`src/rtl/alu_sequencer_pkg.sv`:
```
// Shared encodings for the ALU sequencer: opcodes, ALU SELECT codes, FSM states,
// DATA2 operand selects, and the opcode decoder used in the DECODE state.
package alu_sequencer_pkg;

  localparam logic [7:0] OP_LOADI = 8'h00;
  localparam logic [7:0] OP_MOV   = 8'h01;
  localparam logic [7:0] OP_ADD   = 8'h02;
  localparam logic [7:0] OP_SUB   = 8'h03;
  localparam logic [7:0] OP_AND   = 8'h04;
  localparam logic [7:0] OP_OR    = 8'h05;

  typedef enum logic [2:0] {
    ALUOP_FWD = 3'b000,
    ALUOP_ADD = 3'b001,
    ALUOP_AND = 3'b010,
    ALUOP_OR  = 3'b011
  } aluop_e;

  typedef enum logic [1:0] {
    ST_IDLE   = 2'd0,
    ST_DECODE = 2'd1,
    ST_EXEC   = 2'd2,
    ST_WB     = 2'd3
  } state_e;

  typedef enum logic [1:0] {
    D2_IMM = 2'd0,
    D2_REG = 2'd1,
    D2_NEG = 2'd2
  } data2_sel_e;

  // Only the instruction bits the datapath consumes; src2 is imm[2:0].
  typedef struct packed {
    logic [7:0] opcode;
    logic [2:0] dest;
    logic [2:0] src1;
    logic [7:0] imm;
  } instr_t;

  typedef struct packed {
    logic       legal;
    logic       arith;
    aluop_e     aluop;
    data2_sel_e sel;
  } decode_t;

  function automatic decode_t decode_op(input logic [7:0] opcode);
    decode_t d;
    d.legal = 1'b1;
    d.arith = 1'b0;
    d.aluop = ALUOP_FWD;
    d.sel   = D2_REG;
    case (opcode)
      OP_LOADI: d.sel = D2_IMM;
      OP_MOV:   d.sel = D2_REG;
      OP_ADD: begin
        d.arith = 1'b1;
        d.aluop = ALUOP_ADD;
      end
      OP_SUB: begin
        d.arith = 1'b1;
        d.aluop = ALUOP_ADD;
        d.sel   = D2_NEG;
      end
      OP_AND:   d.aluop = ALUOP_AND;
      OP_OR:    d.aluop = ALUOP_OR;
      default: begin
        d.legal = 1'b0;
        d.sel   = D2_IMM;
      end
    endcase
    return d;
  endfunction

endpackage

```
`src/rtl/alu_seq_operand_mux.sv`:
```
// ALU DATA2 operand select: immediate, register read port 2, or its two's complement.
// Purely combinational so DATA2 follows register-file changes within the cycle.
module alu_seq_operand_mux
  import alu_sequencer_pkg::*;
(
  input  data2_sel_e sel_i,
  input  logic [7:0] imm_i,
  input  logic [7:0] regout2_i,
  output logic [7:0] data2_o
);

  always_comb begin
    // NOTE: assign a default before the case so no path leaves data2_o unassigned (latch).
    data2_o = imm_i;
    case (sel_i)
      D2_REG:  data2_o = regout2_i;
      D2_NEG:  data2_o = ~regout2_i + 8'd1;
      default: data2_o = imm_i;
    endcase
  end

endmodule

```
`src/rtl/alu_sequencer.sv`:
```
// Multi-cycle control unit: accepts one instruction via valid/ready, decodes it,
// drives register-file addresses and ALU controls, waits the ALU settle time, then writes back.
module alu_sequencer
  import alu_sequencer_pkg::*;
#(
  parameter int LOGIC_CYCLES = 1,
  parameter int ARITH_CYCLES = 2
) (
  input  logic        CLK,
  input  logic        RESET,
  input  logic [31:0] INSTRUCTION,
  input  logic        INSTR_VALID,
  output logic        INSTR_READY,
  input  logic [7:0]  REGOUT2,
  output logic [2:0]  READREG1,
  output logic [2:0]  READREG2,
  output logic [2:0]  WRITEREG,
  output logic        WRITEENABLE,
  output logic [2:0]  ALUOP,
  output logic [7:0]  ALU_DATA2,
  output logic        BUSY,
  output logic        ILLEGAL
);

  localparam int MAX_CYCLES = (LOGIC_CYCLES > ARITH_CYCLES) ? LOGIC_CYCLES : ARITH_CYCLES;
  localparam int CNT_W      = $clog2(MAX_CYCLES) + 1;
  localparam logic [CNT_W-1:0] LOGIC_LOAD = CNT_W'(LOGIC_CYCLES - 1);
  localparam logic [CNT_W-1:0] ARITH_LOAD = CNT_W'(ARITH_CYCLES - 1);

  state_e           state_q, state_d;
  logic [CNT_W-1:0] cnt_q, cnt_d;
  instr_t           instr_q, instr_d;
  logic             illegal_q, illegal_d;
  logic [2:0]       rr1_q, rr1_d;
  logic [2:0]       rr2_q, rr2_d;
  logic [2:0]       wr_q, wr_d;
  aluop_e           aluop_q, aluop_d;
  logic [7:0]       imm_q, imm_d;
  data2_sel_e       sel_q, sel_d;
  decode_t          dec;

  // Register-field padding bits carry no meaning for this datapath.
  logic unused_instr_bits;
  assign unused_instr_bits = ^{INSTRUCTION[23:19], INSTRUCTION[15:11]};

  assign dec = decode_op(instr_q.opcode);

  always_comb begin
    state_d   = state_q;
    cnt_d     = cnt_q;
    instr_d   = instr_q;
    illegal_d = illegal_q;
    rr1_d     = rr1_q;
    rr2_d     = rr2_q;
    wr_d      = wr_q;
    aluop_d   = aluop_q;
    imm_d     = imm_q;
    sel_d     = sel_q;

    case (state_q)
      ST_IDLE: begin
        if (INSTR_VALID) begin
          instr_d.opcode = INSTRUCTION[31:24];
          instr_d.dest   = INSTRUCTION[18:16];
          instr_d.src1   = INSTRUCTION[10:8];
          instr_d.imm    = INSTRUCTION[7:0];
          illegal_d      = 1'b0;
          state_d        = ST_DECODE;
        end
      end

      ST_DECODE: begin
        if (dec.legal) begin
          rr1_d   = instr_q.src1;
          rr2_d   = instr_q.imm[2:0];
          wr_d    = instr_q.dest;
          aluop_d = dec.aluop;
          imm_d   = instr_q.imm;
          sel_d   = dec.sel;
          cnt_d   = dec.arith ? ARITH_LOAD : LOGIC_LOAD;
          state_d = ST_EXEC;
        end else begin
          // Park the datapath controls in a harmless state; nothing is written.
          rr1_d     = '0;
          rr2_d     = '0;
          wr_d      = '0;
          aluop_d   = ALUOP_FWD;
          imm_d     = '0;
          sel_d     = D2_IMM;
          illegal_d = 1'b1;
          state_d   = ST_IDLE;
        end
      end

      ST_EXEC: begin
        if (cnt_q == '0) begin
          state_d = ST_WB;
        end else begin
          cnt_d = cnt_q - CNT_W'(1);
        end
      end

      ST_WB:   state_d = ST_IDLE;

      default: state_d = ST_IDLE;
    endcase
  end

  always_ff @(posedge CLK) begin
    // NOTE: sequential state uses non-blocking (<=) so every register samples pre-edge values.
    if (RESET) begin
      state_q   <= ST_IDLE;
      cnt_q     <= '0;
      instr_q   <= '0;
      illegal_q <= 1'b0;
      rr1_q     <= '0;
      rr2_q     <= '0;
      wr_q      <= '0;
      aluop_q   <= ALUOP_FWD;
      imm_q     <= '0;
      sel_q     <= D2_IMM;
    end else begin
      state_q   <= state_d;
      cnt_q     <= cnt_d;
      instr_q   <= instr_d;
      illegal_q <= illegal_d;
      rr1_q     <= rr1_d;
      rr2_q     <= rr2_d;
      wr_q      <= wr_d;
      aluop_q   <= aluop_d;
      imm_q     <= imm_d;
      sel_q     <= sel_d;
    end
  end

  alu_seq_operand_mux u_operand_mux (
    .sel_i     (sel_q),
    .imm_i     (imm_q),
    .regout2_i (REGOUT2),
    .data2_o   (ALU_DATA2)
  );

  assign INSTR_READY = (state_q == ST_IDLE);
  assign BUSY        = (state_q != ST_IDLE);
  assign WRITEENABLE = (state_q == ST_WB);
  assign READREG1    = rr1_q;
  assign READREG2    = rr2_q;
  assign WRITEREG    = wr_q;
  assign ALUOP       = aluop_q;
  assign ILLEGAL     = illegal_q;

endmodule

```
`config.mk`:
```
export PLATFORM = sky130hd
export DESIGN_NAME = alu_sequencer
export DESIGN_NICKNAME = d
export VERILOG_FILES = /design/src/rtl/alu_sequencer_pkg.sv /design/src/rtl/alu_seq_operand_mux.sv /design/src/rtl/alu_sequencer.sv
export SDC_FILE = /design/constraint.sdc
export NUM_CORES = 1
export LEC_CHECK = 0
export CORE_UTILIZATION = 45
export CTS_CLUSTER_DIAMETER = 150
export DETAILED_ROUTE_END_ITERATION = 12
export PLACE_DENSITY = 0.86
export SLEW_MARGIN = 20
export SYNTH_ARGS = -nofsm -noshare
export SYNTH_HDL_FRONTEND = slang
export SYNTH_SLANG_ARGS = --single-unit
```
`constraint.sdc`:
```
create_clock -name CLK -period 4.55 [get_ports CLK]
set_clock_uncertainty 0.1 [all_clocks]
set_input_delay 0.6825 -clock CLK [delete_from_list [all_inputs] [get_ports CLK]]
set_output_delay 0.6825 -clock CLK [all_outputs]
set_load 0.01 [all_outputs]
```
==> out/metrics.sh <==
LAYOUT_OVERHEAD_ON_THE_SYNTHESIZED_AREA_PCT=28.88
POST_CTS.REPAIR.SETUP_BUFFERS=0
CTSROOTBUFFERMASTER='clkbuf_8'
MIN_PATH_TYPE='register to register'
LARGEST_FANOUT_ON_THE_CRITICAL_PATH=4
GRT.MET2_USAGE_PCT=32.79
DIE_H_UM=69.63
DIE_AREA_UM2=4848
PATH_COMMON_CELL='clkdlybuf4s50_1'
CTS.REPORTEDPATHS.CLKPINSLEW_NS=0.07
SYNTH_ENABLE_FLOP_CELLS=0
CRIT_PATH_CELL_TRACE='clkdlybuf4s50_1, inv_1, ha_1, or3b_2, nor3_1, xor2_1, o21ai_0, clkdlybuf4s50_1'
DIEWIDTH_UM=69.63
CRITPATHCAPTURE='ALU_DATA2[6]'
GRT_START_MAX_NET_PINS=46
GRT_USAGE_PCT=19.74
CPMAXSTAGEDELAYCELL='clkdlybuf4s50_1'
POWER.LEAKAGE_nW=0.9608
CRIT_START='REGOUT2[0]'
NUM-NETS-FINAL=349
OUTCOME='completed'
SYN_NETS=307
SEQ_AREA_FRAC_SYNTH_PCT=43.77
REG2REG_DEPTH=3
FLOORPLAN.CORE_AREA_UM2=4384
CTS_HTREE_LEVELS=2
GRT_OVERFLOW=0
ROW_COUNT=24
IO_PINS=67
MAX_STAGE_DELAY_NS=0.56
RSZ0062_AT_GRT='false'
GRT_UTIL_MET3_PCT=5.233
GP_CONGESTION=0.8275
FINALMAXSLEWVIOLATIONS=0
POSTROUTEANTENNANETS=0
CTS-HOLD-FIX-BUFFERS=0
REG2REG_SLACK_NS=2.78
SETUP_CRIT_PATH_KIND='input port to output pin'
IO_BUFFER_COUNT=55
WORST_SETUP_PATH_START_KIND='input port'
REMAINING_DRC_ERRORS=0
YS_SEQ_ELEMENTS=45
PERIOD_NEEDED_NS=3.721
REQUIRED_NS=3.77
CLOCK_SINKS=45
SETUP_VIOLATIONS=0
FINALCRITPERIODSHARE_PCT=81.78
CTS_TREE='done'
POST-PLACE-CELLS=347
GRT_MOST_USED_LAYER='met2'
CRIT_PATH_END_KIND='output pin'
COUNT_OF_MAXIMUM_CAPACITANCE_VIOLATIONS=0
POSTSYNTHCELLCOUNT=260
STDCELL_COUNT=354
MAXCLOCKFREQUENCY_GHz=0.2687
GRT_PASS1_WL_UM=7728
SYN_AREA_UM2=2058
INITIAL_ANTENNA_VIOLATION_COUNT=0
DRTITER0DRC=84
VIA_COUNT_OF_THE_FIRST_GLOBAL_ROUTING_PASS=1679
DETAIL_ROUTE.WIRELENGTH_UM=4529
ASYNC_RESET_FF_SHARE_PCT=0
POWERDENSITY_nW_PER_UM2=304.0
CTS_INSERTED_BUFFERS=5
YOSYS.CELL_TYPES.COUNT=43
INITIAL_CORE_UTIL_PCT=46.95
YS_WARNINGS=0
HOLD_VIOLATIONS=0
REG2REG_TO='cnt_q[0]'
DIODES=0
WORSTMARGINPINSLEW_NS=0.8491
CRIT_ARRIVAL_NS=2.94
FIN_TNS_SETUP_NS=0
VIAS=1875
CTS_MAX_PATH_BUFFERS=2
GRTUSAGEMET1_PCT=25.34
LAYOUT.FILLER_CELLS=421
DETAIL_ROUTE.WL_PER_CELL_UM=12.79
PER_INSTANCE_AVERAGE_AREA_AFTER_SYNTHESIS_UM2=7.916
WORSTSKEWPAIRLATENCY_NS=0.29
DP.FINAL_HPWL_UM=3088
CTS_REPAIR_RESIZE_COUNT=0
WORST_MAX_SLEW_MARGIN_EXPRESSED_RELATIVE_TO_THE_LIMIT_PCT=43.39
DETAIL_ROUTE.FIRST_PASS.ITERATIONS=4
SYNTH-MAIN-FF-CELL='dfxtp_1'
PEAKVDDDROP_mV=0.1796
DETAIL_ROUTE.VIAS_PER_CELL=5.297
LAYOUT-DRIVE-GT1-SHARE_PCT=4.305
-- sequential cells by signal (all words and copies together), names as in the netlist, named ones only --
signal and cells:
WRITEREG 3, READREG2 2, ALUOP 2, ILLEGAL 1, state_q 1, imm_q 6
cnt_q 2, instr_q 22, READREG1 3, sel_q 2
-- cells in the mapped netlist, types with 2 or more instances --
library cell,number,area share (%)
ha_1,4,2.4
a311oi_1,2,0.85
a21oi_1,31,7.5
nor3_1,4,0.97
buf_1,2,0.36
clkbuf_1,10,1.8
a22oi_1,15,5.5
buf_6,2,1.1
and2_1,3,0.91
nand3_1,3,0.73
nor2b_1,5,1.5
a31oi_1,2,0.61
nand2b_1,2,0.61
o21ai_0,9,2.2
dfxtp_1,45,44
buf_4,5,1.8
inv_1,10,1.8
nor3b_1,2,0.73
nor2_1,22,4.0
or3_1,2,0.61
buf_2,2,0.49
nand2_1,57,10
-- power breakdown --
part           total, mW  switching, mW  leakage, nW  internal [mW]
clock network      0.243          0.122       0.0443          0.120
registers          0.426         0.0135        0.367          0.413
logic              0.138         0.0719        0.550         0.0656
-- layout by cell type, fill, tap and decap left out, drive strengths merged, types with 2 or more instances in the layout --
cell type / count
a21oi: 32
a22oi: 15
a311oi: 2
a31oi: 2
and2: 3
clkbuf: 7
clkdlybuf4s50: 55
dfxtp: 45
ha: 4
inv: 10
nand2: 57
nand2b: 2
nand3: 3
nor2: 22
nor2b: 5
nor3: 4
nor3b: 2
nor4: 2
o21ai: 9
or3: 2
-- layout make-up --
type | count | area, um^2 | share of cell area (%)
Multi-Input combinational cell | 184 | 1005 | 37.88
Timing Repair Buffer | 56 | 558.0 | 21.04
Clock buffer | 7 | 86.33 | 3.255
Tap cell | 52 | 65.06 | 2.453
Sequential cell | 45 | 900.9 | 33.96
Inverter | 10 | 37.54 | 1.415
-- metrics by stage --
step	power, mW	hold WS (ns)	utilization [%]	setup WS [ns]	instance area, um^2
6_report	0.8064	0.3547	60.50	0.8288	2653
3_5_place_dp	0.5730	0.3466	58.53	0.8614	2566
5_1_grt	0.8516	0.3765	60.50	0.6064	2653
2_1_floorplan	0.5173	0.3360	-	1.881	2058
3_3_place_gp	0.5690	0.3414	58.53	0.9089	2566
4_1_cts	0.8145	0.3571	60.50	0.8535	2653
-- worst max-delay path: cells and delay by family --
kind | cells | cell delay, ns
AO/OA/AOI/OAI | 1 | 0.18
XOR/XNOR | 1 | 0.09
adder cells (fa/ha/maj) | 1 | 0.21
buffers and inverters | 3 | 1.09
AND/OR/NAND/NOR | 2 | 0.68
-- how the worst min path moves through the flow --
| stage | startpoint | endpoint | slack, ns | cells past startpoint |
|---|---|---|---|---|
| final | instr_q[12] | instr_q[12] | 0.35 | 2 |
| after global routing | ALUOP[1] | ALUOP[1] | 0.38 | 2 |
| after CTS | instr_q[4] | instr_q[4] | 0.36 | 2 |
| after detailed placement | instr_q[4] | instr_q[4] | 0.35 | 2 |
| after global placement | instr_q[9] | instr_q[9] | 0.34 | 2 |
| after floorplan | instr_q[0] | instr_q[0] | 0.34 | 2 |
-- metal layers --
metal / wire length [um] / vias up / share of wire [%]
met5: 0 / - / 0
li1: - / 962 / -
met2: 2205 / 46 / 49
met3: 243 / 7 / 5.4
met1: 2029 / 860 / 45
met4: 51 / 0 / 1.1
-- logic make-up after synthesis --
logic type               share of synthesized area (%)
AO/OA/AOI/OAI                                    19.94
XOR/XNOR                                        0.8512
adder cells (fa/ha/maj)                          2.432
buffers and inverters                            7.417
flip-flops                                       43.77
multiplexers                                     1.033
other                                           0.1822
AND/OR/NAND/NOR                                  24.38
Power figures use the tool's default switching activity.
